===== src/rtl/serial_compare_ctrl.sv =====
// -----------------------------------------------------------------------------
// serial_compare_ctrl
//
// Performs a WIDTH-bit magnitude compare by stepping the operand bits MSB-first
// through one external, combinational, cascadable 1-bit comparator slice. The
// cascade state (gt/eq/lt) is carried in registers between steps. Signed
// compares swap the operand bits on the MSB step only. With EARLY_EXIT=1 the
// walk stops on the first differing bit.
//
// Parameters
//   WIDTH       operand width in bits (>= 2)
//   EARLY_EXIT  1 = finish on the first unequal bit, 0 = always step WIDTH bits
//   CW          width of res_bits, derived from WIDTH
//
// Ports
//   clk, rst_n                 rising-edge clock, synchronous active-low reset
//   start_valid / start_ready  command handshake (ready only while idle)
//   op_a, op_b, is_signed      command payload, sampled at acceptance
//   slc_a, slc_b               bit pair presented to the slice
//   slc_gt_in/eq_in/lt_in      cascade inputs presented to the slice
//   slc_gt, slc_eq, slc_lt     slice cascade outputs (same-cycle combinational)
//   res_valid / res_ready      result handshake (valid held until taken)
//   res_gt, res_eq, res_lt     one-hot result: A>B, A==B, A<B
//   res_bits                   number of bit steps performed (1..WIDTH)
// -----------------------------------------------------------------------------
module serial_compare_ctrl #(
  parameter  int WIDTH      = 32,
  parameter  int EARLY_EXIT = 1,
  localparam int CW         = $clog2(WIDTH + 1)
) (
  input  logic             clk,
  input  logic             rst_n,

  input  logic             start_valid,
  output logic             start_ready,
  input  logic [WIDTH-1:0] op_a,
  input  logic [WIDTH-1:0] op_b,
  input  logic             is_signed,

  output logic             slc_a,
  output logic             slc_b,
  output logic             slc_gt_in,
  output logic             slc_eq_in,
  output logic             slc_lt_in,
  input  logic             slc_gt,
  input  logic             slc_eq,
  input  logic             slc_lt,

  output logic             res_valid,
  input  logic             res_ready,
  output logic             res_gt,
  output logic             res_eq,
  output logic             res_lt,
  output logic [CW-1:0]    res_bits
);

  localparam int         IW  = $clog2(WIDTH);
  localparam logic [IW-1:0] MSB = IW'(WIDTH - 1);

  typedef enum logic [1:0] {
    IDLE = 2'd0,
    RUN  = 2'd1,
    DONE = 2'd2
  } state_t;

  state_t          state;
  logic [WIDTH-1:0] a_q;
  logic [WIDTH-1:0] b_q;
  logic [IW-1:0]    idx_q;
  logic [CW-1:0]    steps_q;

  // Cascade registers; they feed the slice cascade inputs directly.
  logic gt_q;
  logic eq_q;
  logic lt_q;

  // Slice bit pair is registered: it is loaded with the bits for the step
  // about to run, so the slice sees glitch-free flop outputs.
  logic slc_a_q;
  logic slc_b_q;

  logic          res_gt_q;
  logic          res_eq_q;
  logic          res_lt_q;
  logic [CW-1:0] res_bits_q;

  logic          accept;
  logic          step_last;
  logic [IW-1:0] idx_dec;

  assign accept    = (state == IDLE) && start_valid;
  assign idx_dec   = idx_q - IW'(1);
  // The walk ends at bit 0, or as soon as the slice reports a difference
  // when early exit is enabled.
  assign step_last = (idx_q == '0) || ((EARLY_EXIT != 0) && !slc_eq);

  // NOTE: the operand registers carry no reset; they are only read while in
  // RUN, which can only be entered through an accept that loads them.
  always_ff @(posedge clk) begin
    if (accept) begin
      a_q <= op_a;
      b_q <= op_b;
    end
  end

  // NOTE: all sequential state uses non-blocking assignments so every branch
  // sees the pre-edge value of the registers it reads.
  always_ff @(posedge clk) begin
    if (!rst_n) begin
      state      <= IDLE;
      idx_q      <= MSB;
      steps_q    <= '0;
      gt_q       <= 1'b0;
      eq_q       <= 1'b1;
      lt_q       <= 1'b0;
      slc_a_q    <= 1'b0;
      slc_b_q    <= 1'b0;
      res_gt_q   <= 1'b0;
      res_eq_q   <= 1'b0;
      res_lt_q   <= 1'b0;
      res_bits_q <= '0;
    end else begin
      case (state)
        IDLE: begin
          if (start_valid) begin
            idx_q   <= MSB;
            steps_q <= '0;
            gt_q    <= 1'b0;
            eq_q    <= 1'b1;
            lt_q    <= 1'b0;
            // Signed compare swaps the sign bits, so a negative A against a
            // non-negative B resolves as "less than".
            slc_a_q <= is_signed ? op_b[WIDTH-1] : op_a[WIDTH-1];
            slc_b_q <= is_signed ? op_a[WIDTH-1] : op_b[WIDTH-1];
            state   <= RUN;
          end
        end

        RUN: begin
          if (step_last) begin
            res_gt_q   <= slc_gt;
            res_eq_q   <= slc_eq;
            res_lt_q   <= slc_lt;
            res_bits_q <= steps_q + CW'(1);
            // Return the slice interface to its idle pattern while the
            // result waits to be taken.
            idx_q      <= MSB;
            steps_q    <= '0;
            gt_q       <= 1'b0;
            eq_q       <= 1'b1;
            lt_q       <= 1'b0;
            slc_a_q    <= 1'b0;
            slc_b_q    <= 1'b0;
            state      <= DONE;
          end else begin
            gt_q    <= slc_gt;
            eq_q    <= slc_eq;
            lt_q    <= slc_lt;
            steps_q <= steps_q + CW'(1);
            idx_q   <= idx_dec;
            // Steps below the MSB are never swapped.
            slc_a_q <= a_q[idx_dec];
            slc_b_q <= b_q[idx_dec];
          end
        end

        DONE: begin
          if (res_ready) begin
            state <= IDLE;
          end
        end

        default: begin
          state <= IDLE;
        end
      endcase
    end
  end

  assign start_ready = (state == IDLE);
  assign res_valid   = (state == DONE);

  assign slc_a     = slc_a_q;
  assign slc_b     = slc_b_q;
  assign slc_gt_in = gt_q;
  assign slc_eq_in = eq_q;
  assign slc_lt_in = lt_q;

  assign res_gt   = res_gt_q;
  assign res_eq   = res_eq_q;
  assign res_lt   = res_lt_q;
  assign res_bits = res_bits_q;

endmodule


===== config.mk =====
export PLATFORM = sky130hd
export DESIGN_NAME = serial_compare_ctrl
export DESIGN_NICKNAME = d
export VERILOG_FILES = /design/src/rtl/serial_compare_ctrl.sv
export SDC_FILE = /design/constraint.sdc
export NUM_CORES = 1
export LEC_CHECK = 0
export CAP_MARGIN = 15
export CORE_MARGIN = 10
export CORE_UTILIZATION = 45
export DETAILED_ROUTE_END_ITERATION = 10
export PLACE_DENSITY_LB_ADDON = 0.12
export SLEW_MARGIN = 30
export SYNTH_ARGS = -nofsm -noshare
export SYNTH_HDL_FRONTEND = slang
export SYNTH_SLANG_ARGS = --single-unit

===== constraint.sdc =====
create_clock -name clk -period 2.6 [get_ports clk]
set_input_delay 0.52 -clock clk [delete_from_list [all_inputs] [get_ports clk]]
set_output_delay 0.52 -clock clk [all_outputs]
set_load 0.02 [all_outputs]

==> summary.txt <==
STA
  • Max-slew violations: 0
  • Clock Skews: 0.0121 ns
  • # setup viols final: 0
  • PnR worst setup slack: between 0.2 and 0.25 ns
  • Slew @ Worst Pin: ~0.65 ns
  • Fin crit period: ~2.4 ns
  • Fin Hold WS: between 0.4 and 0.5 ns
  • Final worst path period share: between 90% and 100%
  • Rel. slew slack: between 50 and 60%
  • Final count of hold timing violations: 0
  • Fmax: between 400 and 500 MHz

Cells and area
  • Nets: 411
  • Diode count: 0
  • Final Instance Count excl. Fillers: roughly 450
  • Layout cell share with drive strength beyond 1: 11.7%
  • Area added between synthesis and finish: 32.0%

Global routing
  • Tot GR Track Use: about 12%
  • First-pass GRT wire length: roughly 13,000 um
  • Largest net degree at the start of global routing: 60
  • Global route overflow: 0
  • Initial antenna violation count: 0
  • Vias in the first global route: 2,492

CTS
  • CTS Root Cell: clkbuf_8
  • CTS buffer count: 9
  • H-tree depth: 3
  • Clk sinks: between 90 and 100
  • Hold_buf cts: 0
  • CTS Buffer Depth: 2
  • CTS tree: done
  • Setup Buffers After CTS: 0
  • Post_cts resized: 0
  • Clk slew on worst S/H paths: 0.09 ns
  • Worst-Skew Late Latency: about 0.35 ns

Synth
  • Largest cells by area after synthesis: edfxtp_1, dfxtp_1, mux4_1
  • Post-Syn Nets: 317
  • Yosys top cell area share: about half
  • Area leader, netlist: edfxtp_1
  • Synthesized area per cell: 15.6 um2
  • Seq cells post-synth: between 90 and 100
  • Ys async rst share: 0%
  • Cells after synthesis: 243
  • Yosys cell types: 42
  • Cell with the most instances after synthesis: edfxtp_1
  • Mapped Area: 0.00380 mm2
  • Post-synth top cells: edfxtp_1, dfxtp_1, nand2_1, mux4_1, o21ai_0
  • Sequential area share after synthesis: about 65%
  • Synth Flop Type: edfxtp_1
  • Post-synth EDFFs: 64
  • Ys Warns: 0

Setup path
  • Critical path class: reg2reg
  • Worst-path fanout max: 10
  • Crit start category: flop
  • Reg-to-reg slack, setup: 0.20 ns
  • Critical Path End Type: flop
  • Worst EP required: 2.83 ns
  • CP Data Arrival Time: about 2.6 ns

Pwr
  • Pwr Density: 596 mW/mm2
  • Leakage: 0.00183 uW
  • Peak supply drop: a little under 0.3 mV
  • Tot Pwr: between 2000 and 3000 uW

Run status
  • Status: finished, final reports clean

Place
  • HPWL Detailed: between 5000 and 6000 um
  • Port Buffers: 87
  • GPL Wtd Cong: 0.797
  • Pre-CTS setup slack: roughly 0.18 ns
  • Post-Place Cells: about 430

Die
  • Core area: between 0.008 and 0.009 mm2
  • Die width: ~110 um
  • Io pins: 88
  • FP Rows: 33
  • Height of the die: 112 um
  • Initial core utilization: between 40% and 50%
  • Overall die area: between 0.01 and 0.015 mm2

Detailed routing
  • Post-route ant nets: 0
  • First-pass DRT Iterations: 6
  • Routed length per instance: 17.5 um
  • DRT iter0 DRCs: 70
  • DRC: 0
  • Vias: 2,364
  • WL final: 7840 um
  • Via-to-Cell Ratio: 5.29

Min path
  • Hold WC Path Type: reg2reg

Run
  • Maxcap violations: 0
-- placed cells by master, fill, tap and decap left out, drive strengths merged, types with 6 or more instances in the layout --
cell / synthesis / routed
clkdlybuf4s50: 0 / 87
edfxtp: 64 / 64
dfxtp: 27 / 27
nand2: 20 / 20
mux4: 16 / 16
o21ai: 13 / 13
nor2: 11 / 11
clkbuf: 7 / 10
mux2i: 8 / 8
mux2: 8 / 8
o211a: 7 / 7
buf: 4 / 7
nor2b: 6 / 6
-- sequential cells by signal (all words and copies together), names as in the netlist --
register   flops
res_eq         1
steps_q        6
slc_eq_in      1
res_bits       6
slc_a          1
res_gt         1
state          2
slc_b          1
idx_q          5
res_lt         1
slc_gt_in      1
b_q           32
slc_lt_in      1
a_q           32
-- cell type report --
cell class              count  area [um2]
repair buffers             94         936
multi-input cells         138        1280
well taps                 105         131
flip-flops and latches     91        2460
clock buffers              10         128
clock inverters             6        65.1
fillers                   651        3200
inverters                   3        11.3
-- stage by stage --
stage	util (%)	TNS, ns	instance area [um2]
global route	61.1	-0.00481	5020
finish	61.1	0	5020
global placement	58.6	0	4810
detailed placement	58.6	0	4810
CTS	60.9	0	5010
floorplan	-	0	3810
-- critical path, stage by stage, from the launching register on --
cell and delay [ns]:
dfxtp_1 0.43, inv_1 0.11, ha_4 0.20, xor2_4 0.13, buf_4 0.22, mux4_1 0.57, mux2_2 0.27, a211oi_1 0.25
a31oi_1 0.10
-- logic make-up after synthesis --
family / after synthesis / share of synthesized area, %
adder cells (fa/ha/maj): 2 / 0.658
XOR/XNOR: 5 / 1.65
multiplexers: 32 / 15.5
AO/OA/AOI/OAI: 43 / 8.36
AND/OR/NAND/NOR: 56 / 7.21
buffers and inverters: 14 / 1.81
flip-flops: 91 / 64.8
-- metal layers --
metal  wire [um]  GRT usage, %
met2        3840          19.9
met1        3510          15.7
met5           0             0
met3         422          3.81
met4          64          4.11
-- report_power, final --
group / internal (uW) / total (uW) / switching [uW]
clock: 446 / 946 / 500
sequential: 1650 / 1680 / 30.9
combinational: 219 / 364 / 145
-- final timing paths --
kind / start / depth (start not counted) / to
setup / recovery: idx_q[1]$_SDFFE_PN1P_ / 8 / slc_a$_SDFFE_PN0P_
hold / removal: slc_eq_in$_SDFFE_PN1P_ / 1 / slc_eq_in$_SDFFE_PN1P_
setup reg to reg: idx_q[1]$_SDFFE_PN1P_ / 8 / slc_a$_SDFFE_PN0P_
hold reg to reg: slc_eq_in$_SDFFE_PN1P_ / 1 / slc_eq_in$_SDFFE_PN1P_
Power figures use the tool's default switching activity.
